<file path="config.mk">
export PLATFORM = sky130hd
export DESIGN_NAME = hilo_sequencer
export DESIGN_NICKNAME = d
export VERILOG_FILES = /design/src/rtl/cpu_ctrl_pkg.sv /design/src/rtl/hilo_sequencer.sv
export SDC_FILE = /design/constraint.sdc
export NUM_CORES = 1
export LEC_CHECK = 0
export BUFFER_PORTS_ARGS = -buffer_cell sky130_fd_sc_hd__buf_2
export CAP_MARGIN = 40
export CORE_MARGIN = 5
export CORE_UTILIZATION = 40
export DETAILED_ROUTE_END_ITERATION = 6
export HOLD_SLACK_MARGIN = 0.12
export PLACE_DENSITY = 0.65
export SETUP_SLACK_MARGIN = 0.5
export SYNTH_ARGS = -nofsm -noshare
export SYNTH_HDL_FRONTEND = slang
export SYNTH_SLANG_ARGS = --single-unit
</file>
<file path="constraint.sdc">
create_clock -name clock -period 1.38 [get_ports clock]
set_input_delay 0.069 -clock clock [delete_from_list [all_inputs] [get_ports clock]]
set_output_delay 0.069 -clock clock [all_outputs]
set_load 0.02 [all_outputs]
</file>
<file path="src/rtl/cpu_ctrl_pkg.sv">
// ---------------------------------------------------------------------------
// cpu_ctrl_pkg
// Shared definitions for the multicycle CPU control blocks.
//   hilo_state_t : Hi/Lo sequencer FSM states
//   OP_MULT/OP_DIV : operation codes accepted by the Hi/Lo sequencer
//   CAUSE_ZERO/CAUSE_TMO : reason an operation ended in the EXC state
// ---------------------------------------------------------------------------
package cpu_ctrl_pkg;

    typedef enum logic [2:0] {
        IDLE   = 3'd0,
        LAUNCH = 3'd1,
        WAIT   = 3'd2,
        WRITE  = 3'd3,
        EXC    = 3'd4
    } hilo_state_t;

    localparam logic [1:0] OP_MULT = 2'b00;
    localparam logic [1:0] OP_DIV  = 2'b01;

    localparam logic CAUSE_ZERO = 1'b0;
    localparam logic CAUSE_TMO  = 1'b1;

    // Only MULT and DIV are implemented; the upper opcode bit marks illegal codes.
    function automatic logic isLegalOp(input logic [1:0] opCode);
        return (opCode == OP_MULT) || (opCode == OP_DIV);
    endfunction

endpackage

</file>
<file path="src/rtl/hilo_sequencer.sv">
// ---------------------------------------------------------------------------
// hilo_sequencer
// Launches the multiplier or divider on request from main control, waits for
// the unit to answer, then writes Hi/Lo or reports an exception.
//
// Ports
//   clock         in   system clock, rising edge
//   reset         in   asynchronous active-low reset
//   start         in   one-cycle request from main control
//   op[1:0]       in   00 MULT, 01 DIV, 10/11 illegal
//   abort         in   synchronous flush back to IDLE, no Hi/Lo write
//   MultEnd       in   multiplier result-valid pulse
//   DivEnd        in   divider result-valid pulse
//   DivZero       in   divider divide-by-zero flag
//   StartMult     out  one-cycle multiplier launch
//   StartDiv      out  one-cycle divider launch
//   HiLoSel       out  Hi/Lo input mux select (0 multiplier, 1 divider)
//   WrHigh/WrLow  out  Hi / Lo register load
//   busy          out  operation in progress, main control stalls
//   done          out  pulse, result written
//   div_zero_exc  out  pulse, divide-by-zero exception
//   timeout_err   out  pulse, unit never answered
//   illegal_op    out  pulse, start with an illegal opcode (combinational)
//
// State | meaning
// ------+----------------------------------------------------------
// IDLE  | waiting for start; illegal opcodes flagged here
// LAUNCH| one-cycle StartMult/StartDiv pulse, counter cleared
// WAIT  | watching the latched unit's end/zero signals, counting
// WRITE | one-cycle Hi/Lo load and done pulse
// EXC   | one-cycle divide-by-zero or timeout report, no writes
// ---------------------------------------------------------------------------
module hilo_sequencer
    import cpu_ctrl_pkg::*;
#(
    parameter int MAX_CYCLES = 64,
    parameter int CNT_W      = 7
) (
    input  logic       clock,
    input  logic       reset,
    input  logic       start,
    input  logic [1:0] op,
    input  logic       abort,
    input  logic       MultEnd,
    input  logic       DivEnd,
    input  logic       DivZero,
    output logic       StartMult,
    output logic       StartDiv,
    output logic       HiLoSel,
    output logic       WrHigh,
    output logic       WrLow,
    output logic       busy,
    output logic       done,
    output logic       div_zero_exc,
    output logic       timeout_err,
    output logic       illegal_op
);

    localparam logic [CNT_W-1:0] CNT_LAST = CNT_W'(MAX_CYCLES - 1);

    hilo_state_t      stateQ, stateD;
    logic [1:0]       opQ, opD;
    logic [CNT_W-1:0] cntQ, cntD;
    logic             causeQ, causeD;

    logic             isDiv;
    logic             unitEnd;
    logic             unitZero;

    // Only the latched unit is listened to; the idle unit's strobes are noise.
    assign isDiv    = (opQ == OP_DIV);
    assign unitEnd  = isDiv ? DivEnd : MultEnd;
    assign unitZero = isDiv & DivZero;

    always_comb begin
        stateD = stateQ;
        opD    = opQ;
        cntD   = cntQ;
        causeD = causeQ;

        unique case (stateQ)
            IDLE: begin
                if (start && isLegalOp(op) && !abort) begin
                    opD    = op;
                    stateD = LAUNCH;
                end
            end
            LAUNCH: begin
                cntD   = '0;
                stateD = WAIT;
            end
            WAIT: begin
                // Divide-by-zero outranks a simultaneous end pulse.
                if (unitZero) begin
                    causeD = CAUSE_ZERO;
                    stateD = EXC;
                end else if (unitEnd) begin
                    stateD = WRITE;
                end else if (cntQ == CNT_LAST) begin
                    causeD = CAUSE_TMO;
                    stateD = EXC;
                end else begin
                    cntD = cntQ + CNT_W'(1);
                end
            end
            WRITE:   stateD = IDLE;
            EXC:     stateD = IDLE;
            default: stateD = IDLE;
        endcase

        // Abort only steers the next state; outputs of the current cycle are
        // Moore decodes, so a WRITE already in progress still completes.
        if (abort) begin
            stateD = IDLE;
        end
    end

    always_ff @(posedge clock or negedge reset) begin
        if (!reset) begin
            stateQ <= IDLE;
            opQ    <= OP_MULT;
            cntQ   <= '0;
            causeQ <= CAUSE_ZERO;
        end else begin
            stateQ <= stateD;
            opQ    <= opD;
            cntQ   <= cntD;
            causeQ <= causeD;
        end
    end

    assign busy         = (stateQ != IDLE);
    assign HiLoSel      = busy & opQ[0];
    assign StartMult    = (stateQ == LAUNCH) & (opQ == OP_MULT);
    assign StartDiv     = (stateQ == LAUNCH) & (opQ == OP_DIV);
    assign WrHigh       = (stateQ == WRITE);
    assign WrLow        = (stateQ == WRITE);
    assign done         = (stateQ == WRITE);
    assign div_zero_exc = (stateQ == EXC) & (causeQ == CAUSE_ZERO);
    assign timeout_err  = (stateQ == EXC) & (causeQ == CAUSE_TMO);

    // Gated by reset so every output reads 0 while reset is held.
    assign illegal_op   = reset & (stateQ == IDLE) & start & ~isLegalOp(op);

endmodule
</file>
After elaboration in Yosys (flattened, before gate mapping)
Cells that the tools add are included.
W data, S select, Z words.
{"block": "word_totals", "ff_bits": 13, "latchBits": 0, "ram_bits": 0, "rom_bits": 0, "input_bits": 9, "output_inout_bits": 10, "elab_cells": 57, "memories": 0}
{"block": "classes", "add_sub_neg": 1, "mul": 0, "n_div": 0, "order_cmp": 0, "eq_ne": 13, "shift": 0, "muxes": 14, "n_bitwise": 11, "reduce_logical": 14}
{"op": "$mux W7", "count": 3}
{"op": "$mux W3", "count": 5}
{"op": "$pmux W7 S2", "count": 1}
{"op": "$and A1 B1 Y1", "count": 9}
{"op": "$pmux W3 S3", "count": 1}
{"op": "$add A7 B1 Y7 const B", "count": 1}
{"op": "$eq A7 B6 Y1 const B", "count": 1}
{"op": "$eq A3 B2 Y1 const B", "count": 2}
{"op": "$ne A2 B2 Y1 const B", "count": 3}
{"op": "$ne A5 B5 Y1 const B", "count": 1}
{"op": "$eq A2 B1 Y1 const B", "count": 2}
{"op": "$logic_not A2 Y1", "count": 2}
{"op": "$mux W1", "count": 4}
{"op": "$reduce_and A2 Y1", "count": 2}
{"op": "$reduce_and A4 Y1", "count": 1}
{"op": "$reduce_bool A2 Y1", "count": 2}
{"op": "$eq A3 B1 Y1 const B", "count": 1}
{"op": "$eq A3 B3 Y1 const B", "count": 1}
{"op": "$logic_not A3 Y1", "count": 1}
{"op": "$ne A3 B3 Y1 const B", "count": 1}
{"op": "$reduce_and A3 Y1", "count": 1}
{"op": "$reduce_bool A3 Y1", "count": 1}
{"op": "$logic_and A1 B1 Y1", "count": 2}
{"op": "$ne A2 B1 Y1 const B", "count": 1}
{"op": "other kinds (3)", "count": 4}

Logic depth before layout (Yosys ltp)
Gate-level depths: netlist (run 1).
{"block": "logic_depth", "ltp_word": 7, "ltp_mapped": 5, "ltp_nobuf": 5}

Least setup slack after synthesis (run 1)
No wires, ideal clock.
{"block": "synth_timing", "path_type": "reg2reg", "start": "register cntQ[0]", "end": "register stateQ[2]", "setup_ns": 0.095, "arrival_time_ns": 1.401, "t_required_ns": 1.285, "setup_slack_ns": -0.116, "stages_incl_launch_ff": 6, "path_buffers": 0, "period_less_slack_ns": 1.496, "path_cell_list": "dfrtp_1 ha_1 nand3_2 nor3_4 nor3b_4 nor4b_2"}
{"block": "synth_via", "elab_chain_cells": 3}
{"item": "start: declaration", "line_no": "hilo_sequencer.sv:63", "source": "logic [CNT_W-1:0] cntQ, cntD;"}
{"item": "start signal: assignment", "line_no": "hilo_sequencer.sv:127", "source": "cntQ <= cntD;"}
{"item": "$eq A7 B6 Y1", "line_no": "hilo_sequencer.sv:99", "source": "end else if (cntQ == CNT_LAST) begin"}
{"item": "$ne A5 B5 Y1 (no line)"}
{"item": "$reduce_and A2 Y1 (no line)"}
{"item": "end signal: assignment", "line_no": "hilo_sequencer.sv:125", "source": "stateQ <= stateD;"}
{"item": "end: declaration", "line_no": "hilo_sequencer.sv:61", "source": "hilo_state_t stateQ, stateD;"}
Every way passes these cells.
A chain may end at the register's enable or synchronous reset.

Worst setup path in the final report (run 1)
{"block": "layout_timing", "start": "register stateQ[1]", "end": "output StartDiv"}
{"block": "layout_via", "elab_chain_cells": 2}
{"item": "$eq A3 B1 Y1", "line_no": "hilo_sequencer.sv:135", "source": "assign StartDiv = (stateQ == LAUNCH) & (opQ == OP_DIV);"}
{"item": "$and A1 B1 Y1", "line_no": "hilo_sequencer.sv:135"}
{"item": "end: declaration", "line_no": "hilo_sequencer.sv:48", "source": "output logic StartDiv,"}
Every way passes these cells.

==> results of run 1 <==
[timing repair]
item | CTS | global route
endpoints found under the hold margin | 16 | 0
pin swaps | 11 | 7
hold buffers | 4 | 0
setup buffers | 8 | 1
endpoints found under the setup margin | 23 | 23
gates resized for setup | 33 | 4
[layer usage]
metal | part of all wire [%] | track usage, % | up-vias
met2 | 52 | 27.87 | 23
met5 | 0 | 0 | -
li1 | - | - | 384
met1 | 40 | 16.55 | 368
met4 | 2.1 | 7.986 | 0
met3 | 5.1 | 4.196 | 5
[cell families (layout without fill, tap and decap cells)]
kind of cell,count (synthesis),count (layout),synth area share (%)
adder cells (fa/ha/maj),1,1,1.510
AND/OR/NAND/NOR,41,41,37.77
buffers and inverters,7,57,4.228
flip-flops,13,13,39.27
multiplexers,8,8,11.33
AO/OA/AOI/OAI,7,7,5.892
[worst paths after layout]
| check | start | end | cells after the start |
|---|---|---|---|
| min in group asynchronous | reset | cntQ[6] | 3 |
| hold reg to reg | cntQ[5] | cntQ[5] | 1 |
| setup reg to reg | stateQ[2] | cntQ[0] | 4 |
| hold / removal | start | opQ[1] | 3 |
| max in group asynchronous | reset | stateQ[0] | 3 |
| setup / recovery | stateQ[1] | StartDiv | 4 |
[sequential cells by signal, summed over array words and instances (netlist names)]
register  count
opQ           2
stateQ        3
causeQ        1
cntQ          7
[cell type report]
| type | instances | area [um2] | share of cell area (%) |
|---|---|---|---|
| multi-input cells | 57 | 563.0 | 40.11 |
| repair buffers | 49 | 437.9 | 31.19 |
| flip-flops and latches | 13 | 327.8 | 23.35 |
| well taps | 27 | 33.78 | 2.406 |
| clock buffers | 4 | 26.28 | 1.872 |
| inverters | 4 | 15.01 | 1.070 |
[placed cells by master, fill, tap and decap left out, types with 2 or more instances in the layout]
cell type / instances
a31oi_1: 3
buf_6: 18
mux2i_1: 6
nand2_1: 10
buf_4: 18
nor3b_4: 2
nor3_4: 2
buf_2: 8
dlygate4sd3_1: 4
dfrtp_2: 2
nor2_1: 3
dfrtp_1: 11
nor4b_4: 2
nor3_2: 3
inv_1: 3
clkbuf_4: 3
[through the flow]
| step | cells | instance area, um2 | utilization, % | hold slack (ns) | TNS (ns) |
|---|---|---|---|---|---|
| final | 154 | 1404 | 71.56 | 0.1302 | -1.602 |
| after CTS | 153 | 1379 | 70.28 | 0.1211 | -1.496 |
| after detailed placement | 137 | 1117 | 56.95 | 0.06311 | -0.4090 |
| after floorplan | 77 | 884.6 | - | -0.2266 | -0.1197 |
| after global routing | 154 | 1404 | 71.56 | 0.1211 | -3.259 |
| after global placement | 137 | 1117 | 56.95 | 0.06233 | -0.2303 |
[power breakdown]
| group | internal (uW) | switching (uW) | total [uW] | leakage [uW] |
|---|---|---|---|---|
| combinational | 290 | 244 | 535 | 0.000435 |
| sequential | 425 | 30.3 | 455 | 0.000174 |
| clock | 112 | 129 | 241 | 0.0000150 |
[tightest hold or removal path, delay by kind of cell]
kind | cells | cell delay [ns]
buf+inv | 1 | 0.12
simple gates | 2 | 0.19
==> impl_metrics.json, run 1 <==
{
  "outcome": "finished, violations left",
  "violations": "setup timing",
  "synth_edf_count": 0,
  "ctsLongestPathBuffers": 2,
  "syn_area_um2": 828.3,
  "cp_cell_sequence": "or3b_4, buf_6, nor2_4, buf_6",
  "grt_overflow_total": 0,
  "gp_congestion": 0.7645,
  "synthesis.nets": 87,
  "drc": 0,
  "initial_core_util_pct": 42.22,
  "synthArstFlopShare_pct": 100.0,
  "final-setup-viol-count": 21,
  "antenna_found_initial": 0,
  "endpoint_kind": "output port",
  "tightest_slew_ns": 0.3288,
  "min_period_over_period_pct": 112.2,
  "cts_root_buf": "clkbuf_4",
  "antenna-diode-count": 0,
  "cts_tree": "yes",
  "power_uw": 1232,
  "leakage_uw": 0.0006244,
  "postRouteAntennaNets": 0,
  "area_delta_synth_final_pct": 69.49,
  "vias_per_cell": 5.065,
  "die_y_um": 55.51,
  "avgSynthCellArea_um2": 10.76,
  "fin_nets": 138,
  "synth_area_leaders": "dfrtp_1 39%, mux2i_1 7.3%, nand2_1 5.0%",
  "critPathMostFrequentCell": "buf_6",
  "worst_slack_ns": -0.1678,
  "ys_seq_elements": 13,
  "wl_per_cell_um": 14.20,
  "grt_max_degree": 14,
  "final_max_slew_viol_count": 0,
  "drive_above_1_share_pct": 60.63,
  "core-area_um2": 1962,
  "track_usage_pct": 15.58,
  "ys.warnings.count": 0,
  "hold_viol": 0,
  "yosysUniqueCellTypes": 36,
  "crit_family": "simple AND/OR/NAND/NOR gates",
  "r2r_slack_ns": -0.15,
  "synth.most_common_cell": "dfrtp_1",
  "p_per_area_nw_per_um2": 877.2,
  "postRouteWirelength_um": 2187,
  "fillers": 140,
  "io_buffers": 18,
  "vdd_drop_max_uv": 695.2,
  "grt_pass1_vias": 839,
  "worstPathMaxFanout": 3,
  "critPathKind": "reg -> out",
  "min_period_ns": 1.548,
  "clock-sinks": 13,
  "route.vias.total": 780,
  "startpoint_type": "register",
  "path_clk_slew_ns": 0.08,
  "arrival_ns": 1.48,
  "numCtsBuffers": 3,
  "crit_path_max_incr_delay_ns": 0.44,
  "path_buf_inv": 2,
  "synthFlopType": "dfrtp_1",
  "io_pins": 19,
  "clock.fmax_ghz": 0.6461,
  "syn_inst": 77,
  "synth_area_leader_cell": "dfrtp_1",
  "hold_class": "in -> reg",
  "die_x_um": 55.51,
  "synth_common_cells": "13 x dfrtp_1, 11 x nand2_1, 6 x mux2i_1",
  "h-tree-depth": 1,
  "preCtsSetupSlack_ns": -0.08166,
  "hpwl_um": 1478,
  "maxCapViolCount": 0,
  "rsz0062_at_grt": "yes",
  "clk_latency_ns": 0.28,
  "dr.pass1.iters": 4,
  "slew_headroom_pct": 77.61,
  "drtIter0Drc": 5,
  "seq_area_frac_synth_pct": 39.27,
  "crit_slowest_cell": "or3b_4",
  "grt_pass1_wl_um": 3760,
  "rows": 16,
  "cp.required_ns": 1.31,
  "yosys.area.top_type_share_pct": 39.27,
  "dieArea_um2": 3081,
  "fin_worst_skew_ns": 0.004511
}
(Power assumes the default switching activity.)
==> inputs of run 2 (changes only) <==
CORE_MARGIN = not set   (was 5)
RECOVER_POWER = 100   (was not set)
==> impl_metrics.json, run 2 (same netlist as run 1, synthesis figures left out) <==
{
  "pwr-share-comb_pct": 46.3,
  "postRouteAntennaNets": 0,
  "power_uw": 1289,
  "clock.fmax_ghz": 0.6605,
  "startpoint_type": "register",
  "place_inst": 137,
  "violations": "setup timing",
  "worst_slack_ns": -0.1340,
  "power_frac_seq_pct": 35.3,
  "grt_max_degree": 14,
  "path_clk_slew_ns": 0.09,
  "dieArea_um2": 2257,
  "antenna-diode-count": 0,
  "initial_core_util_pct": 42.22,
  "stdcell_count": 158,
  "endpoint_kind": "output port",
  "maxCapViolCount": 0,
  "r2r_slack_ns": -0.10,
  "antenna_found_initial": 0,
  "arrival_ns": 1.44,
  "min_to": "opQ[1]",
  "postRouteWirelength_um": 2136,
  "gp_congestion": 0.8116,
  "hp-start": "start",
  "final_max_slew_viol_count": 0,
  "preCtsSetupSlack_ns": -0.07314,
  "reg.largest.list": "cntQ x7, stateQ x3, opQ x2",
  "area_delta_synth_final_pct": 74.02,
  "h-tree-depth": 1,
  "cts_root_buf": "clkbuf_4",
  "swShare_pct": 32.92,
  "min_period_over_period_pct": 109.7,
  "mostFrequentLayoutCell": "buf_4",
  "tns_ns": -1.221,
  "hpwl_um": 1259,
  "power_switching_uw": 424.3,
  "grt_overflow_total": 0,
  "grt_pass1_vias": 728,
  "cts_tree": "yes",
  "rr_startpoint": "stateQ[2]",
  "vias_per_cell": 4.943,
  "final-setup-viol-count": 17,
  "drtIter0Drc": 8,
  "hold_class": "in -> reg",
  "die_y_um": 47.51,
  "die_x_um": 47.51,
  "vdd_drop_max_uv": 852.3,
  "fin_nets": 142,
  "hold_viol": 0,
  "final_cell_mix": "23 x buf_4, 18 x buf_6, 11 x nand2_1, 11 x dfrtp_1, 7 x buf_2",
  "hold_depth": 3,
  "clock-sinks": 13,
  "worstPathMaxFanout": 4,
  "min_period_ns": 1.514,
  "intPower_uw": 864.8,
  "rr_worst_depth": 6,
  "dr.pass1.iters": 4,
  "clk_latency_ns": 0.28,
  "largest_reg_flops": 7,
  "drive_above_1_share_pct": 61.83,
  "wl_per_cell_um": 13.52,
  "outcome": "finished, violations left",
  "r2r_end": "cntQ[5]",
  "track_usage_pct": 20.54,
  "rsz0062_at_grt": "yes",
  "io_pins": 19,
  "grt_pass1_wl_um": 3194,
  "leakage_uw": 0.0006397,
  "hold-worst-slack_ns": 0.1375,
  "core-area_um2": 1962,
  "rows": 16,
  "p_clk_share_pct": 18.4,
  "p_per_area_nw_per_um2": 894.4,
  "fin_worst_skew_ns": 0.01010,
  "critPathKind": "reg -> out",
  "drc": 0,
  "route.vias.total": 781,
  "fillers": 133,
  "ctsLongestPathBuffers": 2,
  "io_buffers": 18,
  "cp.required_ns": 1.31,
  "tightest_slew_ns": 0.7375,
  "numCtsBuffers": 3,
  "slew_headroom_pct": 50.83,
  "top_register": "cntQ"
}
run 2: critical path, stage by stage, from the launching register on:
cell and delay, ns:
dfrtp_2 0.44, buf_6 0.14, nor3_4 0.24, and4_4 0.25
buf_6 0.11
run 2: per-layer routing:
layer / GRT usage [%] / share of wire [%]
met5: 0 / 0
met3: 3.774 / 2.9
met2: 36.16 / 52
met4: 8.571 / 0.80
met1: 24.47 / 44
run 2: repair_timing:
action / CTS / global route
endpoints found under the hold margin: 16 / 0
pin swaps: 15 / 6
hold buffers: 3 / 0
resized for setup: 35 / 6
setup endpoints to repair: 23 / 23
setup buffers: 8 / 6
run 2: cell type report:
class                           instances  area [um2]  share of cell area, %
Multi-Input combinational cell         57       590.6                  40.97
Timing Repair Buffer                   53       447.9                  31.08
Sequential cell                        13       327.8                  22.74
Tap cell                               27       33.78                  2.344
Clock buffer                            4       26.28                  1.823
Inverter                                4       15.01                  1.042
run 2: power groups by stage:
stage / Sequential [uW] / Combinational, uW / Clock [uW]
after global placement: 461 / 413 / 0
after detailed placement: 462 / 422 / 0
after global routing: 460 / 645 / 263
final: 455 / 596 / 238
after floorplan: 483 / 224 / 0
after CTS: 454 / 523 / 247
run 2: worst max-delay path by stage:
stage                     depth (start not counted)         end  startpoint  slack (ns)
final                                             4  illegal_op   stateQ[0]       -0.13
after global routing                              6     cntQ[3]   stateQ[2]       -0.19
after CTS                                         4    StartDiv   stateQ[1]       -0.13
after detailed placement                          5   stateQ[2]     cntQ[0]       -0.07
after global placement                            5   stateQ[2]     cntQ[0]       -0.05
after floorplan                                   4   stateQ[2]      opQ[1]       -0.04
run 2: stage by stage:
stage               util [%]  cell area, um2
floorplan                  -           884.6
global placement       56.95            1117
detailed placement     56.95            1117
CTS                    69.77            1369
global route           73.47            1441
finish                 73.47            1441
==> inputs of run 3 (changes only) <==
CORE_ASPECT_RATIO = 1.75   (was not set)
CORE_MARGIN = 2   (was not set)
CORE_UTILIZATION = 29   (was 40)
PLACE_DENSITY = 0.5   (was 0.65)
==> impl_metrics.json, run 3 (same netlist as run 1, synthesis figures left out) <==
{
  "clock.fmax_ghz": 0.6615,
  "clock-sinks": 13,
  "grt_pass1_vias": 780,
  "critPathMostFrequentCell": "buf_6",
  "reg.largest.list": "cntQ x7, stateQ x3, opQ x2",
  "top_register": "cntQ",
  "io_pins": 19,
  "outcome": "finished, violations left",
  "dr.pass1.iters": 3,
  "cts_root_buf": "clkbuf_8",
  "power_frac_seq_pct": 35.0,
  "rows": 25,
  "fin_worst_skew_ns": 0.006853,
  "postRouteAntennaNets": 0,
  "die_y_um": 74.70,
  "tns_ns": -1.149,
  "gp_congestion": 0.7408,
  "final_max_slew_viol_count": 0,
  "h-tree-depth": 1,
  "final-setup-viol-count": 17,
  "crit_path_max_incr_delay_ns": 0.44,
  "worst_slack_ns": -0.1318,
  "arrival_ns": 1.44,
  "initial_core_util_pct": 30.44,
  "drtIter0Drc": 2,
  "final-seq-area_um2": 327.8,
  "wl_per_cell_um": 13.84,
  "antenna-diode-count": 0,
  "grt_overflow_total": 0,
  "numCtsBuffers": 3,
  "min_period_ns": 1.512,
  "crit_slowest_cell": "dfrtp_2",
  "endpoint_kind": "output port",
  "swShare_pct": 32.03,
  "fillers": 239,
  "worstPathMaxFanout": 4,
  "path_buf_inv": 2,
  "violations": "setup timing",
  "hold_viol": 0,
  "ctsLongestPathBuffers": 2,
  "vdd_drop_max_uv": 578.3,
  "preCtsSetupSlack_ns": -0.1182,
  "design_area_um2": 1421,
  "dieArea_um2": 3317,
  "tightest_slew_ns": 0.7251,
  "postRouteWirelength_um": 2145,
  "io_buffers": 18,
  "crit_family": "simple AND/OR/NAND/NOR gates",
  "p_per_area_nw_per_um2": 947.6,
  "placed_cell_area_um2": 1132,
  "hpwl_um": 1656,
  "p_clk_share_pct": 25.6,
  "leakage_uw": 0.0006264,
  "drive_above_1_share_pct": 61.72,
  "drc": 0,
  "startpoint_type": "register",
  "path_clk_slew_ns": 0.06,
  "fin_nets": 139,
  "route.vias.total": 774,
  "area_delta_synth_final_pct": 71.60,
  "hold_class": "in -> reg",
  "maxCapViolCount": 0,
  "cp.required_ns": 1.31,
  "largest_reg_flops": 7,
  "intPower_uw": 915.4,
  "min_period_over_period_pct": 109.6,
  "vias_per_cell": 4.994,
  "slew_headroom_pct": 51.66,
  "die_x_um": 44.40,
  "rsz0062_at_grt": "yes",
  "antenna_found_initial": 0,
  "mostFrequentLayoutCell": "buf_4",
  "grt_pass1_wl_um": 3567,
  "multi_input_area_um2": 573.1,
  "clk_latency_ns": 0.25,
  "cp_cell_sequence": "buf_6, nor3_4, and4_4, buf_6",
  "cts_tree": "yes",
  "final_cell_mix": "20 x buf_4, 18 x buf_6, 11 x nand2_1, 11 x dfrtp_1, 7 x buf_2",
  "track_usage_pct": 15.13,
  "power_switching_uw": 431.5,
  "critPathKind": "reg -> out",
  "grt_max_degree": 14,
  "postLayoutCoreUtil_pct": 52.23,
  "core-area_um2": 2721,
  "pwr-share-comb_pct": 39.4
}
## run 3: cell types whose count changed in the layout (fill, tap and decap cells not counted), sizes merged
cell and change:
clkinv +1, buf -3, clkbuf -1
## run 3: worst paths after layout
path / cells after the start / start / slack [ns] / to
worst max register to register: 5 / opQ[0] / -0.10 / cntQ[4]
max in group asynchronous: 3 / reset / 0.32 / stateQ[1]
min in group asynchronous: 3 / reset / 0.55 / cntQ[1]
worst min-delay path: 3 / start / 0.17 / opQ[1]
worst min register to register: 2 / cntQ[6] / 0.54 / cntQ[6]
worst max-delay path: 4 / stateQ[0] / -0.13 / illegal_op
## run 3: routing by layer
layer	up-vias	track usage, %	wire [um]
li1	379	-	-
met1	370	14.80	785
met2	20	28.76	1229
met3	5	1.439	66
met4	0	10.10	63
met5	-	0	0
## run 3: repair_timing
item                       4_1_cts  5_1_grt
hold endpoints to repair        15        0
buffers inserted                 5        4
gates cloned                     0        0
gates resized for setup         30        8
pin swaps                        7       13
hold buffers                     3        0
setup endpoints to repair       23       23
## run 3: cell type report
cell class,count,area share [%]
clock buffers,3,2.905
clock inverters,1,0.3521
inverters,4,1.056
multi-input cells,57,40.32
flip-flops and latches,13,23.06
well taps,27,2.377
repair buffers,50,29.93
## run 3: tightest hold or removal path, cell delays in order
cell,delay (ns)
buf_2,0.13
nand3_4,0.07
and2_4,0.12
## run 3: power by group through the flow
stage	clock [uW]	sequential (uW)	combinational (uW)
finish	344	472	531
global route	379	476	580
global placement	0	463	424
detailed placement	0	468	435
floorplan	0	483	224
CTS	358	461	509
## run 3: per-stage QoR
stage	hold slack (ns)	instances	total power, uW
3_3_place_gp	0.05095	139	887.5
3_5_place_dp	0.05326	139	903.7
6_report	0.1652	155	1347
4_1_cts	0.1593	151	1328
5_1_grt	0.1677	155	1436
2_1_floorplan	-0.2266	77	706.8
